### src/rtl/abc_pkt_arb.sv
`default_nettype none
// ============================================================================
// Module   : abc_pkt_arb
// Brief    : Packet-granular round-robin arbiter onto a single abc stream.
// Revision : 1.0
// ============================================================================
module abc_pkt_arb #(
  parameter int NUM_REQ   = 4,
  parameter int DATA_W    = 64,
  parameter int MAX_BEATS = 256,
  localparam int GW = (NUM_REQ > 1) ? $clog2(NUM_REQ) : 1
) (
  input  logic                      clk,
  input  logic                      rst_n,
  input  logic [NUM_REQ-1:0]        in_valid,
  input  logic [NUM_REQ-1:0]        in_sop,
  input  logic [NUM_REQ-1:0]        in_eop,
  input  logic [NUM_REQ*DATA_W-1:0] in_data,
  output logic [NUM_REQ-1:0]        in_ready,
  output logic                      out_valid,
  output logic                      out_sop,
  output logic                      out_eop,
  output logic [DATA_W-1:0]         out_data,
  output logic [GW-1:0]             grant_id,
  output logic                      busy,
  output logic                      err_len,
  output logic                      err_frm
);

  typedef enum logic [1:0] {IDLE = 2'd0, XFER = 2'd1, DRAIN = 2'd2} state_t;

  state_t              r_state;
  logic [GW-1:0]       r_last_grant;
  logic [15:0]         r_beat_cnt;

  logic [NUM_REQ-1:0]  w_cand;
  logic [NUM_REQ-1:0]  w_stray;
  logic [NUM_REQ-1:0]  w_win_oh;
  logic [NUM_REQ-1:0]  w_grant_oh;
  logic [GW-1:0]       w_idx;
  logic [GW-1:0]       w_win;
  logic                w_found;
  logic                w_acc;
  logic [DATA_W-1:0]   w_wdata;
  logic [DATA_W-1:0]   w_gdata;
  logic [15:0]         w_cnt_inc;

  // Rotating search: first sop candidate strictly after the last winner.
  always_comb begin
    w_cand  = in_valid & in_sop;
    w_stray = in_valid & ~in_sop;
    w_found = 1'b0;
    w_win   = '0;
    w_idx   = '0;
    for (int k = 1; k <= NUM_REQ; k++) begin
      w_idx = GW'((int'(r_last_grant) + k) % NUM_REQ);
      if (!w_found && w_cand[w_idx]) begin
        w_found = 1'b1;
        w_win   = w_idx;
      end
    end
    w_win_oh   = NUM_REQ'(1) << w_win;
    w_grant_oh = NUM_REQ'(1) << grant_id;
    w_acc      = in_valid[grant_id];
    w_wdata    = in_data[w_win*DATA_W +: DATA_W];
    w_gdata    = in_data[grant_id*DATA_W +: DATA_W];
    w_cnt_inc  = (r_beat_cnt == 16'hFFFF) ? r_beat_cnt : r_beat_cnt + 16'd1;
    if (r_state == IDLE)
      in_ready = w_stray | (w_found ? w_win_oh : '0);
    else
      in_ready = w_grant_oh;
  end

  assign busy = (r_state != IDLE);

  always_ff @(posedge clk or negedge rst_n) begin
    if (!rst_n) begin
      r_state      <= IDLE;
      r_last_grant <= GW'(NUM_REQ - 1);
      r_beat_cnt   <= '0;
      grant_id     <= '0;
      out_valid    <= 1'b0;
      out_sop      <= 1'b0;
      out_eop      <= 1'b0;
      out_data     <= '0;
      err_len      <= 1'b0;
      err_frm      <= 1'b0;
    end else begin
      out_valid <= 1'b0;
      out_sop   <= 1'b0;
      out_eop   <= 1'b0;
      err_len   <= 1'b0;
      err_frm   <= 1'b0;
      case (r_state)
        IDLE: begin
          err_frm <= |w_stray;
          if (w_found) begin
            out_valid    <= 1'b1;
            out_sop      <= 1'b1;
            out_eop      <= in_eop[w_win];
            out_data     <= w_wdata;
            r_last_grant <= w_win;
            grant_id     <= w_win;
            r_beat_cnt   <= 16'd1;
            if (!in_eop[w_win])
              r_state <= XFER;
          end
        end
        XFER: begin
          if (w_acc) begin
            out_valid  <= 1'b1;
            out_data   <= w_gdata;
            r_beat_cnt <= w_cnt_inc;
            if (in_eop[grant_id]) begin
              out_eop <= 1'b1;
              r_state <= IDLE;
            end else if (w_cnt_inc == 16'(MAX_BEATS)) begin
              out_eop <= 1'b1;
              err_len <= 1'b1;
              r_state <= DRAIN;
            end
          end
        end
        DRAIN: begin
          if (w_acc && in_eop[grant_id])
            r_state <= IDLE;
        end
        default: r_state <= IDLE;
      endcase
    end
  end

endmodule
`default_nettype wire

### config.mk
export PLATFORM = sky130hd
export DESIGN_NAME = abc_pkt_arb
export DESIGN_NICKNAME = d
export VERILOG_FILES = /design/src/rtl/abc_pkt_arb.sv
export SDC_FILE = /design/constraint.sdc
export NUM_CORES = 1
export LEC_CHECK = 0
export ABC_AREA = 1
export BUFFER_PORTS_ARGS = -buffer_cell sky130_fd_sc_hd__buf_2
export CAP_MARGIN = 20
export CORE_MARGIN = 2
export CORE_UTILIZATION = 44
export DETAILED_ROUTE_END_ITERATION = 12
export GPL_TIMING_DRIVEN = 1
export PLACE_DENSITY = 0.85
export SETUP_SLACK_MARGIN = 0.3
export SYNTH_ARGS = -nofsm -noshare
export SYNTH_HDL_FRONTEND = slang
export SYNTH_SLANG_ARGS = --single-unit
### constraint.sdc
create_clock -name clk -period 2.2 [get_ports clk]
set_clock_uncertainty 0.1 [all_clocks]
set_input_delay 0 -clock clk [delete_from_list [all_inputs] [get_ports clk]]
set_output_delay 0 -clock clk [all_outputs]
set_load 0.01 [all_outputs]
==> results of run 1 <==
## kinds of logic after synthesis
| kind of cell | Yosys count | synth area share [%] |
|---|---|---|
| compound gates | 41 | 2.87 |
| xor+xnor | 3 | 0.337 |
| fa+ha+maj | 1 | 0.161 |
| buf+inv | 302 | 17.3 |
| flops | 91 | 29.3 |
| simple gates | 859 | 50.1 |
## repair_timing
item / in CTS
gates resized for setup: 60
hold buffers: 211
endpoints found under the setup margin: 93
gates cloned: 9
pin swaps: 24
hold endpoints to repair: 156
setup buffers: 11
## metal layers
layer  GRT overflow  GRT usage, %
met5              0          18.3
met4              1          41.2
met3              0          39.5
met2              3          64.8
met1              0          54.0
## stage by stage
stage / utilization [%] / hold slack [ns] / worst slack, ns
after floorplan: - / -0.396 / 0.0900
after global placement: 58.0 / -0.00792 / -0.128
after detailed placement: 58.0 / -0.00929 / -0.160
after CTS: 74.7 / 0.00148 / -0.274
## synthesized netlist by cell type
master / count
sky130_fd_sc_hd__a21oi_1: 4
sky130_fd_sc_hd__a22o_1: 1
sky130_fd_sc_hd__a22oi_1: 1
sky130_fd_sc_hd__a31oi_1: 2
sky130_fd_sc_hd__and2_1: 1
sky130_fd_sc_hd__buf_1: 5
sky130_fd_sc_hd__buf_12: 1
sky130_fd_sc_hd__buf_2: 19
sky130_fd_sc_hd__buf_4: 15
sky130_fd_sc_hd__buf_6: 15
sky130_fd_sc_hd__clkbuf_1: 17
sky130_fd_sc_hd__dfrtp_1: 89
sky130_fd_sc_hd__dfstp_2: 2
sky130_fd_sc_hd__ha_1: 1
sky130_fd_sc_hd__inv_1: 225
sky130_fd_sc_hd__inv_2: 4
sky130_fd_sc_hd__inv_6: 1
sky130_fd_sc_hd__nand2_1: 487
sky130_fd_sc_hd__nand2_2: 8
sky130_fd_sc_hd__nand3_1: 242
sky130_fd_sc_hd__nand3_2: 1
sky130_fd_sc_hd__nand3_4: 1
sky130_fd_sc_hd__nand3b_1: 65
sky130_fd_sc_hd__nand4_1: 6
sky130_fd_sc_hd__nand4_4: 1
sky130_fd_sc_hd__nor2_1: 37
sky130_fd_sc_hd__nor2_2: 2
sky130_fd_sc_hd__nor2_4: 1
sky130_fd_sc_hd__nor2_8: 2
sky130_fd_sc_hd__nor3_1: 2
sky130_fd_sc_hd__nor4_1: 1
sky130_fd_sc_hd__o21ai_0: 28
sky130_fd_sc_hd__o21ai_1: 1
sky130_fd_sc_hd__o221ai_1: 2
sky130_fd_sc_hd__o22ai_1: 2
sky130_fd_sc_hd__or2_2: 2
sky130_fd_sc_hd__xor2_1: 3
==> impl_summary.log, run 1 <==
[metrics] number of I/O pins: 346
[metrics] result of the run: aborted with a tool error
[metrics] instance count after placement with tap cells included: around 1800
[metrics] share of the synthesized area in the top cell type: about 29%
[metrics] number of distinct standard cells referenced by the synthesized netlist: 37
[metrics] width of the die: 137 µm
[metrics] overflow left after global routing: 4
[metrics] number of CTS-inserted buffers: 9
[metrics] Warnings, synthesis: 0
[metrics] sequential cell area fraction in the yosys report: about 29%
[metrics] pin count of the biggest net entering global routing: between 90 and 100
[metrics] post-synthesis cell area: about 8000 µm²
[metrics] H-tree levels: 3
[metrics] placer's final routability congestion estimate: roughly 0.92
[metrics] number of standard cells after synthesis: 1297
[metrics] placement-stage cell area: 10000 µm²
[metrics] Syn Area/Cell: approximately 6.0 µm²
[metrics] buffer depth of the longest clock path: 2
[metrics] Global Route Usage Sum: 51.2%
[metrics] CTS root buf: sky130_fd_sc_hd__clkbuf_16
[metrics] step where the flow halted: 5_1_grt
[metrics] flop and latch count out of synthesis: 91
[metrics] number of input and output port buffers inserted: 345
[metrics] initial standard-cell utilization of the core: 45.0%
[metrics] first-pass GRT wire length: around 70000 µm
[metrics] vias in the first global route: 12600
[metrics] top post-synthesis cells by area: sky130_fd_sc_hd__dfrtp_1 29%, sky130_fd_sc_hd__nand2_1 23%, sky130_fd_sc_hd__nand3_1 16%, sky130_fd_sc_hd__inv_1 11%, sky130_fd_sc_hd__nand3b_1 6.3%
[metrics] row cnt: 48
[metrics] Post-Syn Nets: 1568
[metrics] floorplan die height: 137 µm
[metrics] Yosys top cell by area: sky130_fd_sc_hd__dfrtp_1
[metrics] Final HPWL DP: 20100 µm
[metrics] Clock Sink Count: 91
[metrics] First Err: [ERROR GRT-0116] Global routing finished with congestion. Check the congestion regions in the DRC Viewer.
==> run 2: changes to the inputs <==
--- a/config.mk
+++ b/config.mk
@@ -9,11 +9,10 @@
 export BUFFER_PORTS_ARGS = -buffer_cell sky130_fd_sc_hd__buf_2
 export CAP_MARGIN = 20
 export CORE_MARGIN = 2
-export CORE_UTILIZATION = 44
+export CORE_UTILIZATION = 35
 export DETAILED_ROUTE_END_ITERATION = 12
 export GPL_TIMING_DRIVEN = 1
-export PLACE_DENSITY = 0.85
-export SETUP_SLACK_MARGIN = 0.3
+export PLACE_DENSITY_LB_ADDON = 0.15
 export SYNTH_ARGS = -nofsm -noshare
 export SYNTH_HDL_FRONTEND = slang
 export SYNTH_SLANG_ARGS = --single-unit
==> constraint.sdc (replaced) <==
create_clock -name clk -period 2.85 [get_ports clk]
set_clock_uncertainty 0.1 [all_clocks]
set_input_delay 0 -clock clk [delete_from_list [all_inputs] [get_ports clk]]
set_output_delay 0 -clock clk [all_outputs]
set_load 0.01 [all_outputs]
==> impl_summary.log, run 2 <==
[metrics] result of the run: finished with violations
[metrics] violations in the final reports: hold timing
[metrics] highest-count cells in the layout ignoring fill and taps: 486 x sky130_fd_sc_hd__nand2_1, 344 x sky130_fd_sc_hd__buf_2, 242 x sky130_fd_sc_hd__nand3_1
[metrics] layout cell share with drive strength beyond 1: 22.2%
[metrics] drt initial violations: between 600 and 700
[metrics] number of design rule violations left after detail routing: 0
[metrics] tightest hold margin: -0.00151 ns
[metrics] via count of the routed design: between 10000 and 15000
[metrics] Clock transition at path regs: 0.07 ns
[metrics] Data arrival, critical path: about 2.5 ns
[metrics] cts repair resizes: 0 (-100%)
[metrics] Crit path depth: 11
[metrics] Static Leakage: 7.09 nW
[metrics] critical path data required time: 2.75 ns
[metrics] Die Outline Area: 23500 µm²
[metrics] number of maximum-capacitance constraint violations: 0
[metrics] average wire length per cell after detail routing: 15.2 µm
[metrics] H-tree levels: 3 (unchanged)
[metrics] top post-synthesis cells by area: sky130_fd_sc_hd__dfrtp_1 29%, sky130_fd_sc_hd__nand2_1 23%, sky130_fd_sc_hd__nand3_1 16%, sky130_fd_sc_hd__inv_1 11%, sky130_fd_sc_hd__nand3b_1 6.3%
[metrics] number of distinct standard cells referenced by the synthesized netlist: 37 (unchanged)
[metrics] Final HPWL DP: 20200 µm (+0.50%)
[metrics] number of enable flip-flop cells after synthesis: 0 (unchanged)
[metrics] critical path launch point type: register
[metrics] Final period util: 91.8%
[metrics] Reg-to-Reg Start: r_last_grant[0]
[metrics] Min Clock Period, post-route: 2.62 ns
[metrics] Yosys top cell by area: sky130_fd_sc_hd__dfrtp_1
[metrics] Slew Limit Headroom: between 50% and 60%
[metrics] number of hold-slack violations in the final timing report: 2
[metrics] ratio of total power to cell area: about 1100 nW/µm²
[metrics] crit path cell chain: inv_6 -> nand2_1 -> nand2_2 -> nor2_2 -> nor2_4 -> nand4_4 -> inv_2 -> nor2_8 -> nand2_1 -> o221ai_1 -> buf_2
[metrics] post-detailed-routing wire length: 32000 µm
[metrics] worst vdd ir: 0.982 mV
[metrics] Max Fanout on Critical Path: 10
[metrics] CTS root buf: sky130_fd_sc_hd__clkbuf_16
[metrics] initial standard-cell utilization of the core: 35.7% (-9.3 points)
[metrics] Syn Area/Cell: 6.01 µm² (unchanged)
[metrics] RR Endpoint: out_data[9]
[metrics] width of the die: 153 µm (+12%)
[metrics] Post-Syn Nets: 1568 (unchanged)
[metrics] CTS tree: built
[metrics] Hold Path End: out_data[41]
[metrics] buffer depth of the longest clock path: 2 (unchanged)
[metrics] critical path's largest stage delay: roughly 0.67 ns
[metrics] clock latency of the later-clocked register in the worst-skew pair: 0.35 ns
[metrics] most common cell after layout, fill and taps aside: sky130_fd_sc_hd__nand2_1
[metrics] number of I/O pins: 346 (unchanged)
[metrics] vias in the first global route: 10100
[metrics] share of the synthesized area in the top cell type: 28.6% (unchanged)
[metrics] number of vias per cell: 4.88
[metrics] number of slew-limit violations in the final report: 0
[metrics] CP endpoint kind: output port
[metrics] actual slew at the worst max-slew pin: about 0.71 ns
[metrics] first-pass GRT wire length: 50900 µm
[metrics] overflow left after global routing: 0
[metrics] post-synthesis cell area: 7790 µm² (unchanged)
[metrics] hold path depth: 6
[metrics] placer's final routability congestion estimate: 0.863 (-6.1%)
[metrics] count of TritonRoute iterations in the first routing pass: 5
[metrics] category of cells accounting for the largest share of critical-path delay: simple AND/OR/NAND/NOR gates
[metrics] Clock Sink Count: 91 (unchanged)
[metrics] Global Route Usage Sum: a little over a quarter
[metrics] most common flop cell mapped by yosys: sky130_fd_sc_hd__dfrtp_1
[metrics] internal reg-to-reg setup slack: 0.26 ns
[metrics] antenna violations before repair: 0
[metrics] flip-flop count of the largest register after layout: 64
[metrics] leading post-synthesis cells by instance count: 487 x sky130_fd_sc_hd__nand2_1, 242 x sky130_fd_sc_hd__nand3_1, 225 x sky130_fd_sc_hd__inv_1, 89 x sky130_fd_sc_hd__dfrtp_1, 65 x sky130_fd_sc_hd__nand3b_1
[metrics] CP Launch Point: r_last_grant[0]
[metrics] crit path buf inv count: 3
[metrics] category of the most critical setup path: reg -> out
[metrics] max frequency: 382 MHz
[metrics] pin count of the biggest net entering global routing: 129
[metrics] most repeated cell in the gate-level netlist after synthesis: sky130_fd_sc_hd__nand2_1
[metrics] core outline area: about 22000 µm²
[metrics] largest registers ranked by flip-flop count: out_data: 64 flops, r_beat_cnt: 16 flops
[metrics] number of standard cells after synthesis: 1297 (unchanged)
[metrics] floorplan die height: 153 µm (+12%)
[metrics] flop and latch count out of synthesis: 91 (unchanged)
[metrics] number of input and output port buffers inserted: 345 (unchanged)
[metrics] Warnings, synthesis: 0 (unchanged)
[metrics] launch instance of the worst min-delay path: in_data[169]
[metrics] number of cell instances on the worst register-to-register path: 16
[metrics] sequential cell area fraction in the yosys report: 29.3% (unchanged)
[metrics] fraction of registers with async set or reset after synthesis: 100% (unchanged)
[metrics] Top cell by count, worst path: sky130_fd_sc_hd__nand2_1
[metrics] Post-DRT Antenna Nets: 0
[metrics] Max stage delay cell, worst path: sky130_fd_sc_hd__dfstp_2
[metrics] setup repair after global routing missed its margin: false
[metrics] Final #Nets: 2089
[metrics] row cnt: 54 (+13%)
[metrics] Min-Delay Path Class: in -> reg
[metrics] number of CTS-inserted buffers: 9 (unchanged)
[metrics] diodes inserted: 0
[metrics] count of final setup violators: 0
[metrics] Reg with most FFs: out_data
[metrics] Layout Area Growth over Synthesis: 56.6%
[metrics] total negative slack for setup checks: 0 ns
run 2: cells by family (layout without fill, tap and decap cells):
group	after synthesis	in the layout	share of synthesized area, %
xor+xnor	3	3	0.337
compound gates	41	41	2.87
flops	91	91	29.3
buf+inv	302	828	17.3
simple gates	859	859	50.1
fa+ha+maj	1	1	0.161
run 2: routing by layer:
layer	vias up	GRT usage [%]	wire length (µm)	part of all wire [%]
li1	5037	-	-	-
met1	4634	32.5	13200	41
met2	473	44.7	15100	47
met3	119	3.91	1980	6.2
met4	0	14.8	1700	5.3
met5	-	0	0	0
run 2: how the worst max path moves through the flow:
stage                   end  slack (ns)
5_1_grt        out_data[31]        0.03
6_report        in_ready[2]        0.23
4_1_cts         in_ready[2]        0.24
2_1_floorplan   out_data[0]        0.68
3_5_place_dp   out_data[40]        0.29
3_3_place_gp   out_data[40]        0.34
run 2: area by class of cell:
class	count	area (µm²)
clock buffer	10	239
clock inverter	6	87.6
fill	2042	9630
inverter	230	868
multi-input combinational	904	4180
sequential	91	2280
tap	280	350
timing repair buffer	582	4200
run 2: repair_timing:
| item | in CTS | in global routing |
|---|---|---|
| endpoints found under the hold margin | 156 | 0 |
| buffers inserted | 0 | 0 |
| hold buffers | 220 | 0 |
run 2: worst register-to-register path: cells and delay by family, from the launching register on:
| family | cells | cell delay [ns] |
|---|---|---|
| DFF | 1 | 0.67 |
| buffers and inverters | 2 | 0.36 |
| and+or+nand+nor | 14 | 1.37 |
run 2: power breakdown:
part           total [W]  switching (W)  internal (W)
clock network    0.00135       0.000550      0.000795
registers        0.00229       0.000360       0.00192
logic             0.0102        0.00660       0.00359
run 2: per-stage QoR:
step / util [%] / worst slack (ns) / std cells / cell area [µm²] / total power [W]
after global placement: 44.3 / 0.338 / 1867 / 9670 / 0.0122
final: 55.9 / 0.235 / 2103 / 12200 / 0.0138
after CTS: 55.9 / 0.244 / 2103 / 12200 / 0.0139
after global routing: 55.9 / 0.0331 / 2103 / 12200 / 0.0152
after detailed placement: 44.3 / 0.289 / 1867 / 9670 / 0.0123
after floorplan: - / 0.682 / 1297 / 7790 / 0.00971
Power figures use the tool's default switching activity.
